`src/rtl/rf_pkg.sv`:
```
// Shared register-file write types: widths and the write-request record
// used by the register file and the writeback stages.
package rf_pkg;

    localparam int XLEN   = 32;
    localparam int NREG   = 32;
    localparam int REG_AW = $clog2(NREG);

    typedef struct packed {
        logic [REG_AW-1:0] rd;
        logic [XLEN-1:0]   data;
    } wb_req_t;

endpackage

```
`src/rtl/wb_fifo2.sv`:
```
// Two-entry FIFO of writeback requests, with per-entry valid/rd taps so the
// parent can build a pending-destination mask.
module wb_fifo2
    import rf_pkg::*;
(
    input  logic                   clk,
    input  logic                   reset,
    input  logic                   push,
    input  wb_req_t                push_req,
    input  logic                   pop,
    output wb_req_t                head,
    output logic                   full,
    output logic                   empty,
    output logic [1:0]             ent_valid,
    output logic [1:0][REG_AW-1:0] ent_rd
);

    wb_req_t    mem [2];
    logic       rd_ptr;
    logic       wr_ptr;
    logic [1:0] count;
    logic       do_push;
    logic       do_pop;

    assign full    = (count == 2'd2);
    assign empty   = (count == 2'd0);
    assign do_push = push && !full;
    assign do_pop  = pop && !empty;
    assign head    = mem[rd_ptr];

    always_ff @(posedge clk) begin
        if (!reset) begin
            rd_ptr <= 1'b0;
            wr_ptr <= 1'b0;
            count  <= 2'd0;
        end else begin
            if (do_push) wr_ptr <= ~wr_ptr;
            if (do_pop)  rd_ptr <= ~rd_ptr;
            unique case ({do_push, do_pop})
                2'b10:   count <= count + 2'd1;
                2'b01:   count <= count - 2'd1;
                default: ;
            endcase
        end
    end

    // Storage needs no reset; validity comes from count alone.
    always_ff @(posedge clk) begin
        if (do_push) mem[wr_ptr] <= push_req;
    end

    always_comb begin
        ent_valid = '0;
        ent_rd    = '0;
        for (int i = 0; i < 2; i++) begin
            ent_valid[i] = (count == 2'd2) || ((count == 2'd1) && (rd_ptr == 1'(i)));
            ent_rd[i]    = mem[i].rd;
        end
    end

endmodule

```
`src/rtl/rf_wb_arbiter.sv`:
```
// Write-back arbiter for the single register-file write port: source A is
// unbuffered, source B is queued, and B is forced through after a bounded wait.
module rf_wb_arbiter #(
    parameter int XLEN         = rf_pkg::XLEN,
    parameter int NREG         = rf_pkg::NREG,
    parameter int STARVE_LIMIT = 4,
    localparam int REG_AW      = $clog2(NREG)
) (
    input  logic              clk,
    input  logic              reset,
    input  logic              a_valid,
    output logic              a_ready,
    input  logic [REG_AW-1:0] a_rd,
    input  logic [XLEN-1:0]   a_data,
    input  logic              b_valid,
    output logic              b_ready,
    input  logic [REG_AW-1:0] b_rd,
    input  logic [XLEN-1:0]   b_data,
    output logic              rf_we,
    output logic [REG_AW-1:0] rf_wreg,
    output logic [XLEN-1:0]   rf_wdata,
    output logic [NREG-1:0]   pend_mask
);

    import rf_pkg::*;

    localparam int               CNT_W   = $clog2(STARVE_LIMIT + 1);
    localparam logic [CNT_W-1:0] CNT_MAX = CNT_W'(STARVE_LIMIT);

    wb_req_t                push_req;
    wb_req_t                head;
    logic                   full;
    logic                   empty;
    logic [1:0]             ent_valid;
    logic [1:0][REG_AW-1:0] ent_rd;
    logic                   b_push;
    logic                   force_b;
    logic                   grant_a;
    logic                   grant_b;
    logic [CNT_W-1:0]       starve_cnt;

    assign push_req = '{rd: b_rd, data: b_data};

    wb_fifo2 u_fifo (
        .clk       (clk),
        .reset     (reset),
        .push      (b_push),
        .push_req  (push_req),
        .pop       (grant_b),
        .head      (head),
        .full      (full),
        .empty     (empty),
        .ent_valid (ent_valid),
        .ent_rd    (ent_rd)
    );

    // Readies are held low during reset so nothing handshakes into a block being cleared.
    assign force_b = !empty && (starve_cnt == CNT_MAX);
    assign a_ready = reset && !force_b;
    assign b_ready = reset && !full;
    assign b_push  = b_valid && b_ready;
    assign grant_a = a_valid && a_ready;
    assign grant_b = reset && !grant_a && !empty;

    always_comb begin
        pend_mask = '0;
        if (reset) begin
            for (int i = 0; i < 2; i++) begin
                if (ent_valid[i]) pend_mask[ent_rd[i]] = 1'b1;
            end
        end
        pend_mask[0] = 1'b0;
    end

    always_ff @(posedge clk) begin
        if (!reset) begin
            rf_we      <= 1'b0;
            rf_wreg    <= '0;
            rf_wdata   <= '0;
            starve_cnt <= '0;
        end else begin
            if (grant_a) begin
                rf_we    <= (a_rd != '0);
                rf_wreg  <= a_rd;
                rf_wdata <= a_data;
            end else if (grant_b) begin
                rf_we    <= (head.rd != '0);
                rf_wreg  <= head.rd;
                rf_wdata <= head.data;
            end else begin
                rf_we <= 1'b0;
            end

            if (grant_b || empty) begin
                starve_cnt <= '0;
            end else if (grant_a && (starve_cnt != CNT_MAX)) begin
                starve_cnt <= starve_cnt + 1'b1;
            end
        end
    end

endmodule

```
`config.mk`:
```
export PLATFORM = sky130hd
export DESIGN_NAME = rf_wb_arbiter
export DESIGN_NICKNAME = d
export VERILOG_FILES = /design/src/rtl/rf_pkg.sv /design/src/rtl/wb_fifo2.sv /design/src/rtl/rf_wb_arbiter.sv
export SDC_FILE = /design/constraint.sdc
export NUM_CORES = 1
export LEC_CHECK = 0
export BUFFER_PORTS_ARGS = -buffer_cell sky130_fd_sc_hd__buf_2
export CAP_MARGIN = 0
export CORE_MARGIN = 5
export CORE_UTILIZATION = 25
export DETAILED_ROUTE_END_ITERATION = 6
export PLACE_DENSITY_LB_ADDON = 0.3
export SLEW_MARGIN = 5
export SYNTH_ARGS = -nofsm -noshare
export SYNTH_HDL_FRONTEND = slang
export SYNTH_SLANG_ARGS = --single-unit
```
`constraint.sdc`:
```
create_clock -name clk -period 3.2 [get_ports clk]
set_input_delay 0 -clock clk [delete_from_list [all_inputs] [get_ports clk]]
set_output_delay 0 -clock clk [all_outputs]
set_load 0.1 [all_outputs]
```
# [Word level (Yosys, flattened, before mapping)]
# Memories as Yosys holds them, arrays and structs flattened. A register that Yosys moved wholly into a read port is not among the register bits.
# Index checks and enable logic that the tools add are counted.
[word_totals] regBits=45 ram_bits=74 memories=1
[op_classes] addsub=3 magnitude_cmp=4 n_eq_ne=6 muxes=19 bitwise=4 n_reduce_logical=27
[memory_table] name="u_fifo.mem" words=2 width=37 rd=3 rd_clocked_by_memory_dff=1 write_ports=1 line="wb_fifo2.sv:18" text="wb_req_t mem [2];"
[op_table] op="32-bit 2-to-1 mux" count=6
[op_table] op="32-bit bitwise OR" count=1
[op_table] op="1-bit logical AND" count=14
[op_table] op="5-bit by 6-bit < comparator with 1-bit output, second input constant" count=2
[op_table] op="1-bit demux with 5-bit select" count=2
[op_table] op="5-bit by 1-bit >= comparator with 1-bit output, second input constant" count=2
[op_table] op="5-bit 2-to-1 mux" count=2
[op_table] op="5-bit nonzero test" count=2
[op_table] op="1-bit 2-to-1 mux" count=8
[op_table] op="2-bit by 1-bit == test with 1-bit output, second input constant" count=2
[op_table] op="2-bit == test, second input constant" count=2
[op_table] op="1-bit logical NOT" count=4
[op_table] op="2-bit one-hot mux with 2 select lines" count=1
[op_table] op="2-bit nonzero test" count=2
[op_table] op="3-bit by 1-bit adder with 3-bit output, second input constant" count=1
[op_table] op="3-bit == test, second input constant" count=1
[op_table] op="1-bit logical OR" count=3
[op_table] op="3-bit inequality test, second input constant" count=1
[op_table] op="1-bit inverter" count=3
[op_table] op="2-bit by 1-bit adder with 2-bit output, second input constant" count=1
[op_table] op="2-bit logical NOT" count=1
[op_table] op="2-bit OR reduction" count=1
[op_table] op="2-bit by 1-bit subtractor with 2-bit output, second input constant" count=1

# [Depth between registers and ports, before layout]
# Gate-level depths: netlist of the first run.
[depth] ltp_word=12 ltp_mapped=9 mapped_depth_nobuf=8

# [Modules after synthesis]
# From an unflattened synthesis of the first run, not the netlist that was laid out.
[unflattened] cells_unflattened=449 hier_area_um2=5834.3
[by_module_without_submodules] mod="wb_fifo2" instances=1 cells_per_inst=155 area_per_inst_um2=3179.3 seq_area_each_um2=2322.2
[by_module_without_submodules] mod="rf_wb_arbiter" instances=1 cells_per_inst=294 area_per_inst_um2=2655.0 seq_area_each_um2=820.8

# [Worst setup path after synthesis of the first run]
# OpenSTA, ideal clock, no wires.
[synth_timing] path_kind="register -> register" start="register u_fifo.count[0]" end="memory u_fifo.mem[0][0] in the netlist's numbering, enable pin" setup_ns=0.431 arrival_time_ns=2.530 t_required_ns=2.769 setup_slack_ns=0.239 path_stages_with_launch=6 n_path_buf=0 synth_period_minus_slack_ns=2.961 cell_sequence="dfxtp_1 inv_1 ha_1 nor2b_1 nand2_1 nor2_1"
[synth_between] elab_chain_cells=7
[synth_rtl] element="start: declaration" line="wb_fifo2.sv:21" text="logic [1:0] count;"
[synth_rtl] element="start signal: assignment" line="wb_fifo2.sv:40" text="2'b10: count <= count + 2'd1;"
[synth_rtl] element="start signal: assignment" line="wb_fifo2.sv:41" text="2'b01: count <= count - 2'd1;"
[synth_rtl] element="2-bit == test *" line="wb_fifo2.sv:25" text="assign full = (count == 2'd2);"
[synth_rtl] element="1-bit logical NOT *" line="wb_fifo2.sv:27, rf_wb_arbiter.sv:60"
[synth_rtl] element="1-bit logical AND" line="rf_wb_arbiter.sv:60" text="assign b_ready = reset && !full;"
[synth_rtl] element="1-bit logical AND" line="rf_wb_arbiter.sv:61" text="assign b_push = b_valid && b_ready;"
[synth_rtl] element="1-bit logical AND *" line="wb_fifo2.sv:27" text="assign do_push = push && !full;"
[synth_rtl] element="1-bit 2-to-1 mux *" line="wb_fifo2.sv:49" text="if (do_push) mem[wr_ptr] <= push_req;"
[synth_rtl] element="1-bit 2-to-1 mux (not written as such) *" line="wb_fifo2.sv:49"
[synth_rtl] element="end: declaration" line="wb_fifo2.sv:18"
# Every way passes the cells marked *; elsewhere a longest branch is shown, timed or not.

# [Worst setup path after layout of the first run]
[layout_timing] start="register u_fifo.count[0]" end="output pend_mask[14]"
[layout_between] elab_chain_cells=8 elab_cells_between_ends=11 cone_classes="eq/ne: 2; mux: 4; bitwise: 1; reduce/logical: 4"
[layout_rtl] element="2-bit by 1-bit == test with 1-bit output" line="wb_fifo2.sv:56" text="ent_valid[i] = (count == 2'd2) || ((count == 2'd1) && (rd_ptr == 1'(i)));"
[layout_rtl] element="1-bit logical AND" line="wb_fifo2.sv:56"
[layout_rtl] element="1-bit logical OR" line="wb_fifo2.sv:56"
[layout_rtl] element="32-bit 2-to-1 mux" line="rf_wb_arbiter.sv:69" text="if (ent_valid[i]) pend_mask[ent_rd[i]] = 1'b1;"
[layout_rtl] element="32-bit 2-to-1 mux" line="rf_wb_arbiter.sv:67" text="if (reset) begin"
[layout_rtl] element="32-bit bitwise OR (no source line)"
[layout_rtl] element="32-bit 2-to-1 mux *" line="rf_wb_arbiter.sv:69"
[layout_rtl] element="32-bit 2-to-1 mux *" line="rf_wb_arbiter.sv:67"
[layout_rtl] element="end: declaration" line="rf_wb_arbiter.sv:22" text="output logic [NREG-1:0] pend_mask"
# Every way passes the cells marked *; elsewhere a longest branch is shown, timed or not. The select of a mux whose other input is x is not followed.

==> reports/metrics.csv, run 1 <==
stage,metric,value,unit
status,status,"finished, final reports clean",
placement,io_buffers,148,
global_route,met3_usage,3.356,%
yosys,yosys.area_share.simple,12.77,%
placement,dp_hpwl,10300,um
clock_network,cts_setup_buffers,0,
yosys,ys_warn_count,0,
flow_run,drv_cap,0,
sta,fin_crit,2.358,ns
global_route,grtUsageTotal,12.91,%
detailed_routing,wl,15060,um
yosys,syn_area,5046,um2
yosys,synth_edf_count,74,
yosys,ys.flop_type,edfxtp_1,
finish,finalNetCount,720,
floorplanning,die_y,152.1,um
pwr,p_leak,0.002802,uW
global_route,grt_antenna_before_repair,0,
worst_setup_path,start_kind,flop,
global_route,grt-ovfl-total,0,
sta,finalClockSkew,0.006791,ns
sta,post-route-period-util,73.70,%
finish,instances_no_fill,918,
finish,drive_gt1_share,29.01,%
sta,setup-violations-final,0,
global_route,grt_pass1_wl,23870,um
yosys,synth_sequential_area_ratio,62.29,%
global_route,met1_usage,14.75,%
clock_network,clkLatencyLatePin,0.41,ns
sta,report.final.slew_viol_count,0,
worst_setup_path,critPathMaxFanout,8,
worst_setup_path,required,3.20,ns
floorplanning,boundaryPins,150,
detailed_routing,avgRoutedWirePerCell,16.40,um
global_route,grt_max_degree,37,
clock_network,cts_tree,done,
global_route,use_met2,22.95,%
worst_setup_path,arrival,2.36,ns
pwr,ir_drop,428.8,uV
worst_setup_path,crit_type,flop to primary output,
sta,finalHoldViolations,0,
yosys,synth_seq_cells,120,
sta,relSlewSlack,34.98,%
floorplanning,initial_core_util,25.18,%
clock_network,numCtsBuffers,17,
detailed_routing,drc,0,
detailed_routing,drtPass1Iterations,5,
placement,gp_congestion,0.8438,
placement,pre_cts_ws,0.9942,ns
clock_network,clockRootBuffer,clkbuf_16,
finish,n_antenna_cell,0,
yosys,synth_top_family_by_area,simple AND/OR/NAND/NOR gates,
global_route,grt_pass1_vias,4548,
floorplanning,core.rowCount,52,
sta,max_slew.worst_pin.slew,0.9716,ns
clock_network,h-tree-depth,4,
clock_network,clk_pin_slew,0.05,ns
finish,syn2layout_area_growth,46.64,%
floorplanning,die-area,23130,um2
yosys,synth_fa_ha_area_share,1.488,%
yosys,synth_cell_types,41,
detailed_routing,ant_nets,0,
yosys,syn-num-nets,499,
detailed_routing,viasPerCell,4.702,
global_route,grt.busiest_layer,met2,
detailed_routing,drtIter0Drc,312,
yosys,synthMuxAreaShare,7.339,%
clock_network,clock_sinks,120,
floorplanning,fp.dieW,152.1,um
floorplanning,placeableCoreArea,20040,um2
detailed_routing,vias,4316,
yosys,netlist_instances,415,
yosys,synth_xor_xnor_area_share,0.5207,%
sta,layout_setup_ws,0.8416,ns
sta,fin_setup_tns,0,ns
sta,rsz0062_at_grt,false,
clock_network,cts_resized,0,
hold_path,hold_class,primary input to flop,
placement,placed_cells,812,
worst_setup_path,end_kind,primary output,
clock_network,cts_hold_buf,75,
pwr,power.density,647.2,nW/um2
finish,fillers,2013,
sta,fmax,424.0,MHz
clock_network,cts_buffer_depth,2,
yosys,synth_area_per_cell,12.16,um2
yosys,ys_async_sr_fraction,0,%
yosys,synth_compound_area_share,12.32,%
[sequential cells by signal, indices dropped and copies added, names as in the netlist, named ones only]
register	count
rf_wreg	5
u_fifo.wr_ptr	1
rf_we	1
rf_wdata	32
u_fifo.mem	74
u_fifo.rd_ptr	1
starve_cnt	3
u_fifo.count	2
[metal layers]
| metal | share of wire [%] | vias to the layer above |
|---|---|---|
| met5 | 0 | - |
| met4 | 2.1 | 0 |
| met3 | 4.9 | 29 |
| met2 | 52 | 154 |
| met1 | 41 | 2090 |
| li1 | - | 2043 |
[metrics by stage]
step           cell area [um2]  util, %  hold WS, ns  total power (uW)
3_3_place_gp              6080    30.34       0.1902              2885
3_5_place_dp              6080    30.34       0.1926              2904
4_1_cts                   7400    36.93      0.04437              4833
5_1_grt                   7400    36.93      0.07368              4989
6_report                  7400    36.93      0.07913              4789
2_1_floorplan             5046        -      0.09887              2669
[worst max-delay path, cell delays in order (launching register included)]
cell,delay [ns]
dfxtp_1,0.33
inv_1,0.09
ha_1,0.29
a21o_1,0.18
nand3b_1,0.30
o22ai_1,0.30
buf_2,0.47
[power breakdown]
group / total (uW) / switching (uW) / internal, uW
registers: 1850 / 76.3 / 1780
logic: 1090 / 807 / 279
clock network: 1850 / 642 / 1210
total: 4790 / 1530 / 3260
[cell families (layout without fill, tap and decap cells)]
| family | after synthesis | after routing |
|---|---|---|
| AO/OA/AOI/OAI | 84 | 84 |
| XOR/XNOR | 3 | 3 |
| adder cells (fa/ha/maj) | 6 | 6 |
| buffers and inverters | 33 | 266 |
| flip-flops | 120 | 120 |
| multiplexers | 37 | 37 |
| other | 1 | 1 |
| AND/OR/NAND/NOR | 131 | 131 |
[final cells by class]
type | instances | area [um2] | share of cell area, %
clock buffer | 21 | 440.4 | 5.952
timing repair buffer | 229 | 1562 | 21.10
clock inverter | 10 | 128.9 | 1.742
sequential | 120 | 3144 | 42.49
multi-input combinational | 262 | 1764 | 23.84
tap | 270 | 337.8 | 4.565
inverter | 6 | 22.52 | 0.3044
[layout by cell type (no fill, tap or decap), types with 3 or more instances in the layout]
cell type,instances
clkbuf_1,4
o311ai_0,6
nor2b_1,10
nor3_1,6
bufinv_16,3
o311ai_1,26
buf_4,4
clkinv_1,3
nand3_1,42
buf_2,148
dfxtp_1,45
nand3b_1,3
o21ai_0,5
nand2_1,45
dlygate4sd3_1,75
edfxtp_1,74
clkinvlp_4,3
ha_1,6
mux2i_1,37
a221o_1,3
and2_1,4
clkbuf_16,17
inv_1,6
nor2_1,7
o22ai_1,31
[worst paths after layout]
check,slack [ns],end,cells past startpoint,startpoint
worst max-delay path,0.84,pend_mask[14],6,u_fifo.count[0]
worst min-delay path,0.08,flop,2,reset
worst max register to register,0.97,rf_wdata[15],5,u_fifo.count[0]
worst min register to register,0.45,starve_cnt[0],1,starve_cnt[0]
[cells in the mapped netlist, types with 8 or more instances]
master     n  share of area (%)
edfxtp_1  74                 44
o311ai_1  26                4.5
dfxtp_1   46                 18
nor2b_1   10                1.2
nand2_1   45                3.3
nor2_1     8               0.60
o22ai_1   31                3.8
mux2i_1   37                7.3
nand3_1   42                4.2
clkbuf_1  15                1.1
No activity file was read; power rests on OpenSTA's default activity.
==> run 2, diff against run 1 <==
clock period = 2.2 ns   (was 3.2 ns; I/O delays follow)
==> reports/metrics.csv, run 2 (synthesis results as in run 1) <==
stage,metric,value,unit
global_route,grt_pass1_wl,23580,um
sta,relSlewSlack,37.83,%
floorplanning,core.rowCount,52,
finish,fillers,1953,
finish,top_regs,"u_fifo.mem x74, rf_wdata x32, rf_wreg x5",
floorplanning,fp.dieW,152.1,um
global_route,grt_pass1_vias,4450,
sta,report.final.slew_viol_count,0,
clock_network,clkLatencyLatePin,0.41,ns
clock_network,h-tree-depth,4,
finish,instances_no_fill,929,
global_route,grt_max_degree,37,
hold_path,hold_class,primary input to flop,
clock_network,cts_tree,done,
clock_network,clock_sinks,120,
sta,finalHoldViolations,0,
worst_setup_path,r2r_setup_slack,0.24,ns
pwr,ir_drop,512.1,uV
finish,top_register,u_fifo.mem,
clock_network,cts_buffer_depth,2,
detailed_routing,ant_nets,0,
detailed_routing,drtPass1Iterations,6,
detailed_routing,drc,0,
sta,fin_crit,2.101,ns
floorplanning,initial_core_util,25.18,%
sta,setup-violations-final,0,
worst_setup_path,arrival,2.10,ns
flow_run,drv_cap,0,
finish,largest_reg_flops,74,
floorplanning,boundaryPins,150,
worst_setup_path,critPathMaxFanout,23,
clock_network,clockRootBuffer,clkbuf_16,
worst_setup_path,end_kind,primary output,
finish,drive_gt1_share,33.54,%
hold_path,min_from,reset,
placement,gp_congestion,0.8319,
hold_path,hold_depth,2,
detailed_routing,wl,15220,um
worst_setup_path,r2r_end,rf_wdata[11],
sta,post-route-period-util,95.48,%
floorplanning,die_y,152.1,um
finish,final_common_cell,buf_2,
global_route,grtUsageTotal,12.78,%
global_route,grt-ovfl-total,0,
worst_setup_path,required,2.20,ns
detailed_routing,vias,4460,
worst_setup_path,start_kind,flop,
pwr,p_leak,0.002870,uW
clock_network,numCtsBuffers,17,
worst_setup_path,crit_type,flop to primary output,
placement,placed_cells,818,
worst_setup_path,reg2reg_from,u_fifo.count[0],
finish,layout_common_cells,"buf_2, dlygate4sd3_1, edfxtp_1",
finish,finalNetCount,730,
floorplanning,placeableCoreArea,20040,um2
sta,rsz0062_at_grt,true,
placement,io_buffers,148,
pwr,power.density,892.7,nW/um2
status,status,"finished, final reports clean",
worst_setup_path,r2r_cells,5,
sta,finalClockSkew,0.01016,ns
finish,syn2layout_area_growth,53.14,%
pwr,power.total,6898,uW
floorplanning,die-area,23130,um2
sta,fmax,476.1,MHz
global_route,grt_antenna_before_repair,0,
clock_network,clk_pin_slew,0.06,ns
detailed_routing,viasPerCell,4.801,
detailed_routing,avgRoutedWirePerCell,16.39,um
placement,dp_hpwl,10220,um
detailed_routing,drtIter0Drc,345,
finish,n_antenna_cell,0,
sta,max_slew.worst_pin.slew,0.9291,ns
## run 2: worst max path at each step
stage	start	endpoint	slack (ns)	cells past startpoint
6_report	u_fifo.count[0]	a_ready	0.1	6
5_1_grt	u_fifo.count[1]	pend_mask[28]	-0.01	6
4_1_cts	u_fifo.count[0]	pend_mask[20]	-0.01	6
3_5_place_dp	u_fifo.count[0]	pend_mask[3]	0.26	6
3_3_place_gp	u_fifo.count[0]	u_fifo.count[1]	0.32	8
2_1_floorplan	u_fifo.count[0]	pend_mask[27]	-0.31	5
## run 2: through the flow
| stage | utilization [%] | hold slack (ns) | setup WS [ns] | instance area (um2) | setup TNS (ns) |
|---|---|---|---|---|---|
| finish | 38.56 | 0.03526 | 0.09950 | 7727 | 0 |
| global route | 38.56 | 0.04181 | -0.01268 | 7727 | -0.03758 |
| CTS | 38.11 | 0.01095 | -0.01264 | 7637 | -0.04704 |
| detailed placement | 30.90 | 0.1919 | 0.2633 | 6192 | 0 |
| global placement | 30.90 | 0.1910 | 0.3178 | 6192 | 0 |
| floorplan | - | 0.09887 | -0.3108 | 5099 | -6.928 |
## run 2: timing repair
| item | CTS | global route |
|---|---|---|
| hold buffers | 75 | 0 |
| endpoints found under the setup margin | 31 | 32 |
| endpoints found under the hold margin | 112 | 0 |
| pin swaps | 1 | 0 |
| resized for setup | 40 | 20 |
| setup buffers | 3 | 1 |
## run 2: cell type report
type	count	area [um2]	share of cell area (%)
tap	270	337.8	4.372
inverter	6	22.52	0.2915
sequential	120	3144	40.69
clock inverter	12	102.6	1.328
timing repair buffer	239	1802	23.32
multi-input combinational	262	1862	24.09
clock buffer	20	456.7	5.910
## run 2: power by group
| group | switching [uW] | internal, uW |
|---|---|---|
| Clock | 973 | 1600 |
| Sequential | 114 | 2580 |
| Combinational | 1190 | 441 |
## run 2: critical path, stage by stage (launching register included)
cell and delay (ns):
dfxtp_1 0.38, inv_1 0.11, ha_1 0.24, nand3b_2 0.26, buf_4 0.26, and2_1 0.20, buf_4 0.23
## run 2: metal layers
metal  vias up  GRT usage, %  routed length [um]
li1       2072             -                   -
met1      2148         15.03                6230
met2       201         21.68                7732
met3        39         3.498                 788
met4         0         6.036                 474
met5         -             0                   0
==> run 3, diff against run 2 <==
REMOVE_ABC_BUFFERS = 1   (was not set)
==> reports/metrics.csv, run 3 (synthesis results as in run 1) <==
stage,metric,value,unit
finish,n_antenna_cell,0,
sta,max_slew.worst_pin.slew,0.9829,ns
pwr,clockPowerShare,39.6,%
finish,top_regs,"u_fifo.mem x74, rf_wdata x32, rf_wreg x5",
global_route,grt.busiest_layer,met2,
worst_setup_path,critical_path.top_delay_family,buffers and inverters,
pwr,p_leak,0.002888,uW
hold_path,hold_class,primary input to flop,
worst_setup_path,r2r_setup_slack,0.23,ns
worst_setup_path,end_kind,primary output,
finish,syn2layout_area_growth,53.19,%
worst_setup_path,start_kind,flop,
flow_run,drv_cap,0,
worst_setup_path,slowest_stage,dfxtp_1,
floorplanning,boundaryPins,150,
floorplanning,die_y,152.1,um
hold_path,hold_depth,4,
detailed_routing,drc,0,
worst_setup_path,crit_chain,"inv_1, ha_2, a21o_1, nand3b_1, buf_4, o22ai_1, buf_6",
sta,fin_crit,2.149,ns
clock_network,clk_pin_slew,0.05,ns
sta,relSlewSlack,34.46,%
placement,placed_cells,818,
sta,finalHoldViolations,0,
floorplanning,core.rowCount,52,
global_route,met1_usage,15.21,%
clock_network,cts_tree,done,
global_route,grt_pass1_wl,23710,um
detailed_routing,drtIter0Drc,246,
floorplanning,die-area,23130,um2
pwr,swShare,31.83,%
global_route,grt-ovfl-total,0,
sta,finalClockSkew,0.005301,ns
floorplanning,initial_core_util,25.18,%
sta,post-route-period-util,97.66,%
status,status,"finished, final reports clean",
pwr,power.density,926.5,nW/um2
sta,setup-violations-final,0,
worst_setup_path,r2r_cells,5,
detailed_routing,viasPerCell,4.668,
detailed_routing,vias,4346,
detailed_routing,wl,15340,um
global_route,grt_antenna_before_repair,0,
clock_network,clkLatencyLatePin,0.41,ns
worst_setup_path,critPathBufInv,3,
clock_network,numCtsBuffers,17,
detailed_routing,drtPass1Iterations,4,
placement,gp_congestion,0.8151,
finish,layout_common_cells,"buf_2, dlygate4sd3_1, edfxtp_1",
worst_setup_path,required,2.20,ns
worst_setup_path,crit_type,flop to primary output,
global_route,use_met2,21.72,%
sta,report.final.slew_viol_count,0,
placement,io_buffers,148,
sta,whs,0.1525,ns
worst_setup_path,critPathMaxFanout,7,
detailed_routing,avgRoutedWirePerCell,16.47,um
pwr,ir_drop,506.3,uV
floorplanning,fp.dieW,152.1,um
sta,rsz0062_at_grt,true,
worst_setup_path,max_stage_delay,0.34,ns
pwr,switching_power,2280,uW
global_route,grtUsageTotal,12.77,%
global_route,met3_usage,4.039,%
finish,instances_no_fill,931,
sta,fmax,465.4,MHz
global_route,grt_pass1_vias,4533,
finish,drive_gt1_share,32.22,%
finish,finalNetCount,732,
pwr,p_seq_share,37.6,%
floorplanning,placeableCoreArea,20040,um2
finish,top_register,u_fifo.mem,
clock_network,clockRootBuffer,clkbuf_16,
worst_setup_path,arrival,2.15,ns
pwr,power.internal,4882,uW
detailed_routing,ant_nets,0,
finish,final_common_cell,buf_2,
placement,dp_hpwl,10040,um
finish,largest_reg_flops,74,
clock_network,cts_buffer_depth,2,
clock_network,clock_sinks,120,
pwr,comb_power_share,22.7,%
worst_setup_path,cp_num_cells,7,
clock_network,h-tree-depth,4,
global_route,grt_max_degree,37,
run 3: power by group through the flow:
stage               sequential [uW]  combinational [uW]  clock, uW
finish                         2700                1630       2840
global route                   2720                1710       3040
CTS                            2700                1610       2920
detailed placement             2740                1500          0
global placement               2740                1480          0
floorplan                      3430                 423          0
run 3: layout make-up:
type,instances,area [um2]
sequential,120,3144
inverter,6,22.52
tap,270,337.8
clock buffer,21,470.5
clock inverter,11,146.4
fill,1988,12310
multi-input combinational,263,1803
timing repair buffer,240,1805
run 3: worst reg2reg max path, cell delays in order (launching register included):
cell,delay (ns)
dfxtp_1,0.34
inv_1,0.09
ha_1,0.24
inv_1,0.14
o21ai_2,0.78
o311ai_1,0.23
run 3: layer usage:
| layer | up-vias | share of wire, % |
|---|---|---|
| met3 | 21 | 5.7 |
| met5 | - | 0 |
| met2 | 169 | 49 |
| met4 | 0 | 2.1 |
| met1 | 2077 | 43 |
| li1 | 2079 | - |
run 3: per-stage QoR:
step	total power, uW	setup slack (ns)	util (%)	TNS [ns]	instance area [um2]
2_1_floorplan	3856	-0.7556	-	-57.72	4907
3_3_place_gp	4215	0.2779	30.56	0	6125
3_5_place_dp	4239	0.1871	30.56	0	6125
4_1_cts	7227	0.001832	38.04	0	7622
5_1_grt	7470	-0.05839	38.57	-0.2473	7730
6_report	7162	0.05138	38.57	0	7730
run 3: path summary, 6_finish.rpt:
| kind | startpoint | endpoint |
|---|---|---|
| worst max register to register | u_fifo.count[0] | rf_wdata[30] |
| worst min register to register | starve_cnt[0] | starve_cnt[0] |
| worst min-delay path | b_valid | u_fifo.wr_ptr |
| worst max-delay path | u_fifo.count[0] | pend_mask[18] |
run 3: timing repair:
item                                    4_1_cts  5_1_grt
gates cloned                                  0        1
setup buffers                                 2        2
resized for setup                            38       24
pin swaps                                     1        2
hold buffers                                 76        0
endpoints found under the setup margin       30       37
hold endpoints to repair                    113        0
